$ cat config.mk
export PLATFORM = sky130hd
export DESIGN_NAME = lmu_acc_ctrl
export DESIGN_NICKNAME = d
export VERILOG_FILES = /design/src/rtl/lmu_acc_ctrl.sv
export SDC_FILE = /design/constraint.sdc
export NUM_CORES = 1
export LEC_CHECK = 0
export ABC_AREA = 0
export CORE_AREA = 2 2 56 64
export DETAILED_ROUTE_END_ITERATION = 10
export DIE_AREA = 0 0 58 66
export GPL_TIMING_DRIVEN = 0
export PLACE_DENSITY = 0.75
export RECOVER_POWER = 100
export SLEW_MARGIN = 20
export SYNTH_ARGS = -nofsm -noshare
export SYNTH_HDL_FRONTEND = slang
export SYNTH_SLANG_ARGS = --single-unit
$ cat constraint.sdc
create_clock -name clk -period 3.4 [get_ports clk]
set_input_delay 0.68 -clock clk [delete_from_list [all_inputs] [get_ports clk]]
set_output_delay 0.68 -clock clk [all_outputs]
set_load 0.005 [all_outputs]
$ cat src/rtl/lmu_acc_ctrl.sv
// LMU front stage: measurement-window sign accumulators, Pauli-frame byproduct register
// and feedback bookkeeping, presented to the interpret stage via a ready/take handshake.
`ifndef NUM_LQ
`define NUM_LQ 4
`endif
`ifndef MEASSIGN_PLUS
`define MEASSIGN_PLUS 1'b0
`endif
`ifndef MEASSIGN_MINUS
`define MEASSIGN_MINUS 1'b1
`endif

// state  | meaning
// IDLE   | no open window; accumulators hold the last result
// ACCUM  | window open; valid beats are XOR-accumulated and counted
// READY  | window closed; frozen state offered to the interpret stage
module lmu_acc_ctrl #(
    parameter int NUM_LQ = `NUM_LQ,
    parameter int CNT_W  = 8
) (
    input  logic                  clk,
    input  logic                  rst,
    input  logic                  meas_start,
    input  logic                  inst_meas_sign,
    input  logic                  lqsign_valid,
    input  logic [NUM_LQ-1:0]     lqsignX_in,
    input  logic [NUM_LQ-1:0]     lqsignZ_in,
    input  logic                  lqsign_last,
    input  logic                  interp_take,
    input  logic [2*NUM_LQ-1:0]   next_byproduct,
    input  logic                  bp_upd_en,
    input  logic                  a_valid,
    output logic [NUM_LQ-1:0]     lqsignX_acc_reg,
    output logic [NUM_LQ-1:0]     lqsignZ_acc_reg,
    output logic [2*NUM_LQ-1:0]   byproduct_reg,
    output logic                  a_taken_reg,
    output logic                  a_sign_reg,
    output logic                  acc_ready,
    output logic [CNT_W-1:0]      acc_cnt
);

    typedef enum logic [1:0] {
        S_IDLE  = 2'd0,
        S_ACCUM = 2'd1,
        S_READY = 2'd2
    } state_t;

    localparam logic [CNT_W-1:0] CNT_MAX = '1;

    state_t state_q;
    state_t state_d;
    logic   beat_en;

    always_ff @(posedge clk) begin
        if (rst) begin
            state_q <= S_IDLE;
        end else begin
            state_q <= state_d;
        end
    end

    // meas_start overrides every other transition, including take in READY
    always_comb begin
        state_d = state_q;
        if (meas_start) begin
            state_d = S_ACCUM;
        end else begin
            case (state_q)
                S_IDLE:  state_d = S_IDLE;
                S_ACCUM: if (lqsign_valid && lqsign_last) state_d = S_READY;
                S_READY: if (interp_take) state_d = S_IDLE;
                default: state_d = S_IDLE;
            endcase
        end
    end

    always_comb begin
        acc_ready = (state_q == S_READY);
        beat_en   = (state_q == S_ACCUM) && lqsign_valid && !meas_start;
    end

    always_ff @(posedge clk) begin
        if (rst) begin
            lqsignX_acc_reg <= '0;
            lqsignZ_acc_reg <= '0;
            acc_cnt         <= '0;
            byproduct_reg   <= '0;
            a_taken_reg     <= 1'b0;
            a_sign_reg      <= `MEASSIGN_PLUS;
        end else begin
            // the byproduct register belongs to the interpret stage's loop, not the window
            if (bp_upd_en) begin
                byproduct_reg <= next_byproduct;
            end
            if (meas_start) begin
                lqsignX_acc_reg <= '0;
                lqsignZ_acc_reg <= '0;
                acc_cnt         <= '0;
                a_taken_reg     <= 1'b0;
                a_sign_reg      <= inst_meas_sign;
            end else begin
                if (beat_en) begin
                    lqsignX_acc_reg <= lqsignX_acc_reg ^ lqsignX_in;
                    lqsignZ_acc_reg <= lqsignZ_acc_reg ^ lqsignZ_in;
                    if (acc_cnt != CNT_MAX) begin
                        acc_cnt <= acc_cnt + CNT_W'(1);
                    end
                end
                if (a_valid && !a_taken_reg) begin
                    a_taken_reg <= 1'b1;
                end
            end
        end
    end

endmodule
; ---- Word-level counts from Yosys, hierarchy flattened
; Cells that the tools add are included.
[totals]
ff_bits = 28
[op_classes]
addsub = 1
eq_ne = 7
n_mux = 4
bitwise_logic = 2
n_reduce_logical = 10
[op_table]
columns = cell, count
row1 = "8-bit by 1-bit adder with 8-bit output, second input constant", 1
row2 = "8-bit != test, second input constant", 1
row3 = 4-bit bitwise XOR, 2
row4 = "3-bit != test, second input constant", 2
row5 = 2-bit AND reduction, 3
row6 = 1-bit logical AND, 4
row7 = 2-bit 2-to-1 mux, 2
row8 = "2-bit != test, second input constant", 2
row9 = 2-bit case mux with 2 select lines, 1
row10 = "2-bit by 1-bit == test with 1-bit output, second input constant", 1
row11 = "2-bit == test, second input constant", 1
row12 = 1-bit zero test, 2
row13 = 2-bit OR reduction, 1
row14 = 1-bit 2-to-1 mux, 1

; ---- Longest topological paths before layout
[logic_depth]
word_depth = 4
ltp_mapped = 5
depth_no_buf = 4

; ---- Worst setup path before layout
; Ideal clock, no wire load.
[synth_timing]
path_kind = input port to flip-flop
startpoint = input meas_start
endpoint = register acc_cnt[3]
arrival_time_ns = 1.545
required_time_ns = 3.328
slack_ns = 1.783
cell_stages = 5
path_buffers = 2
path_cell_list = buf_6 -> nand4bb_4 -> buf_6 -> a211oi_2 -> mux2i_1
[synth_via]
elab_chain_cells = 3
elab_cells_between_ends = 4
cone_classes = reduce/logical (4)
[synth_lines]
columns = element, line_no
row1 = start: declaration, 23  ; input logic meas_start,
row2 = 1-bit zero test, 79  ; beat_en = (state_q == S_ACCUM) && lqsign_valid && !meas_start;
row3 = 1-bit logical AND, 79
row4 = 2-bit AND reduction (no line), --
row5 = end signal: assignment, 106  ; acc_cnt <= acc_cnt + CNT_W'(1);
row6 = end: declaration, 39  ; output logic [CNT_W-1:0] acc_cnt
; Several ways; a longest one is shown, not always the timed one.
; A chain may end at the register's enable or synchronous reset.

; ---- Worst setup path after layout
[layout_timing]
startpoint = register state_q[1]
endpoint = output acc_ready
[layout_via]
elab_chain_cells = 1
[layout_lines]
columns = element, line_no
row1 = start: declaration, 50  ; state_t state_q;
row2 = start signal: assignment, 58  ; state_q <= state_d;
row3 = 2-bit == test, 78  ; acc_ready = (state_q == S_READY);
row4 = end: declaration, 38  ; output logic acc_ready,
; Every way passes these cells.

==> run metrics <==
register area share after synthesis=44.5%; post-CTS setup buffers=0; clk root buf=clkbuf_4; number of buffers created by CTS=3; Max Transition Viols Final=0; Data required, critical path=2.72 ns; fillers=307; Synth area leaders=dfxtp_1, mux2i_1, or3_1; Remaining Overflow, GRT=0; Synth warnings=0; critical path peak fanout=4; max cap viols=0; GR Util All Layers=16.9%; post-route antenna net violation count=0; clk_skew=0.0137 ns; most frequent cells in the layout=dlygate4sd3_1, dfxtp_1, clkdlybuf4s50_1; PwrDens=354 nW/um^2; hold buffers post-CTS=0; CTS clk-pin slew, worst paths=0.15 ns; DRT Pass-1 Iters=4; DR vias/cell=5.18; mean area per synthesized cell=9.12 sq um; Crit. path cell count=2; Buf/Inv on CP=1; final worst setup slack=1.23 ns; first-pass GRT wire length=5120 microns; Area growth syn-to-layout=44.0%; IO Port Bufs=49; Worst-Margin Slew=0.491 ns; total die area=3830 sq um; placed instance area=1790 sq um; CP max stage delay=0.59 ns; status=completed; cts repair resizes=0; Worst Setup End Kind=output pin; Final min period=2.17 ns; Register-to-Register Path Depth=4; synthesized net count=164; initial drt markers=25; post-layout util=56.8%; initial antenna violation count=0; hold path cells=2; Routed WL per cell=13.3 microns; FP Rows=22; final setup fails=0; Gate Count Post-Synth=138; post-synth top area cell=dfxtp_1; clock net sink count=28; Finished Layout Cells=227; H-tree Lvls=1; CP top delay family=buffers and inverters; WS Path Type=flip-flop to output pin; post-route DRC violation count=0; synth unique cells=30; n_diodes=0; share of layout cells above drive strength 1=5.24%; final hold vios=0; IO Pins=52; vias in the first global route=1188; total wire length=3010 microns; LEAKAGE=0.789 nW; Relative slew margins=67.2%; R2R Setup Slk=1.76 ns; top cell type's share of synthesized area=44.5%; Worst path slowest cell=dlygate4sd3_1; largest net degree at the start of global routing=17; Mapped Area=1260 sq um; post-synthesis sequential element count=28; dpl cells=223; Design Area, Final=1810 sq um; core area=3190 sq um; Worst-Skew Late Latency=0.34 ns; most common cell after layout, fill and taps aside=dlygate4sd3_1; crit path launch type=flip-flop; crit-path cells=nor2b_1, dlygate4sd3_1; vias post-DR=1175; critical path arrival=1.49 ns; Post-Place Worst Slack=1.25 ns; Fmax achieved=460 MHz; Final Net Count=218; DIE WIDTH=58 microns; Longest Clk Path Bufs=2; gpl congestion=0.801; CTS tree=yes; Initial Util=39.4%; Hold Path Class=flip-flop to flip-flop; Final period util=63.9%; die height=66 microns; WHS=0.482 ns; RSZ-0062 raised after global routing=false; Tot Pwr=642 uW; setup TNS=0 ns; maximum VDD drop=0.215 mV; Post-DP HPWL=2320 microns
[tightest hold or removal path: stages, from the launching register on]
cell,delay [ns]
dfxtp_1,0.35
nor2_1,0.05
nor2_1,0.07
[logic make-up (layout without fill, tap and decap cells)]
group | after synthesis | in the layout | synth area share, %
AND/OR/NAND/NOR | 46 | 46 | 20.8
AO/OA/AOI/OAI | 32 | 32 | 16.4
flip-flops | 28 | 28 | 44.5
buffers and inverters | 18 | 71 | 6.96
multiplexers | 13 | 13 | 10.3
adder cells (fa/ha/maj) | 1 | 1 | 0.994
[per-layer routing]
metal  share of wire (%)  GRT usage [%]
met3                 7.3           3.13
met4                 1.4           8.43
met1                  42           20.2
met5                   0              0
met2                  49           28.7
[path summary, 6_finish.rpt]
| path | startpoint | to |
|---|---|---|
| max | state_q[1]$_SDFFE_PP0P_ | acc_ready |
| max reg2reg | acc_cnt[0]$_SDFFE_PP0P_ | acc_cnt[3]$_SDFFE_PP0P_ |
| min reg2reg | a_taken_reg$_SDFFE_PP0P_ | a_taken_reg$_SDFFE_PP0P_ |
| min | a_taken_reg$_SDFFE_PP0P_ | a_taken_reg$_SDFFE_PP0P_ |
[cell usage after synthesis, drive strengths merged]
cell     count
a211oi       6
a21boi       1
a21o         1
a21oi       12
a311oi       1
a31oi        1
a32oi        1
a41oi        1
and3         4
and4         1
and4bb       1
buf          5
clkbuf       3
dfxtp       28
ha           1
inv         10
mux2i       13
nand2        7
nand3        2
nand4bb      1
nor2        15
nor2b        2
nor3b        1
o21ai        8
or2          1
or3         11
[layout make-up]
cell class	count	area [sq um]	area share, %
buffer	8	41.3	2.28
clock buffer	3	22.5	1.24
sequential	28	561	30.9
multi-input combinational	92	586	32.3
clock inverter	1	30.0	1.66
inverter	10	37.5	2.07
timing repair buffer	49	490	27.1
tap	36	45.0	2.48
[power breakdown]
group	switching [mW]	total [mW]	internal, mW
Combinational	0.0297	0.0763	0.0466
Clock	0.104	0.223	0.119
Sequential	0.00495	0.342	0.337
Power figures use the tool's default switching activity.
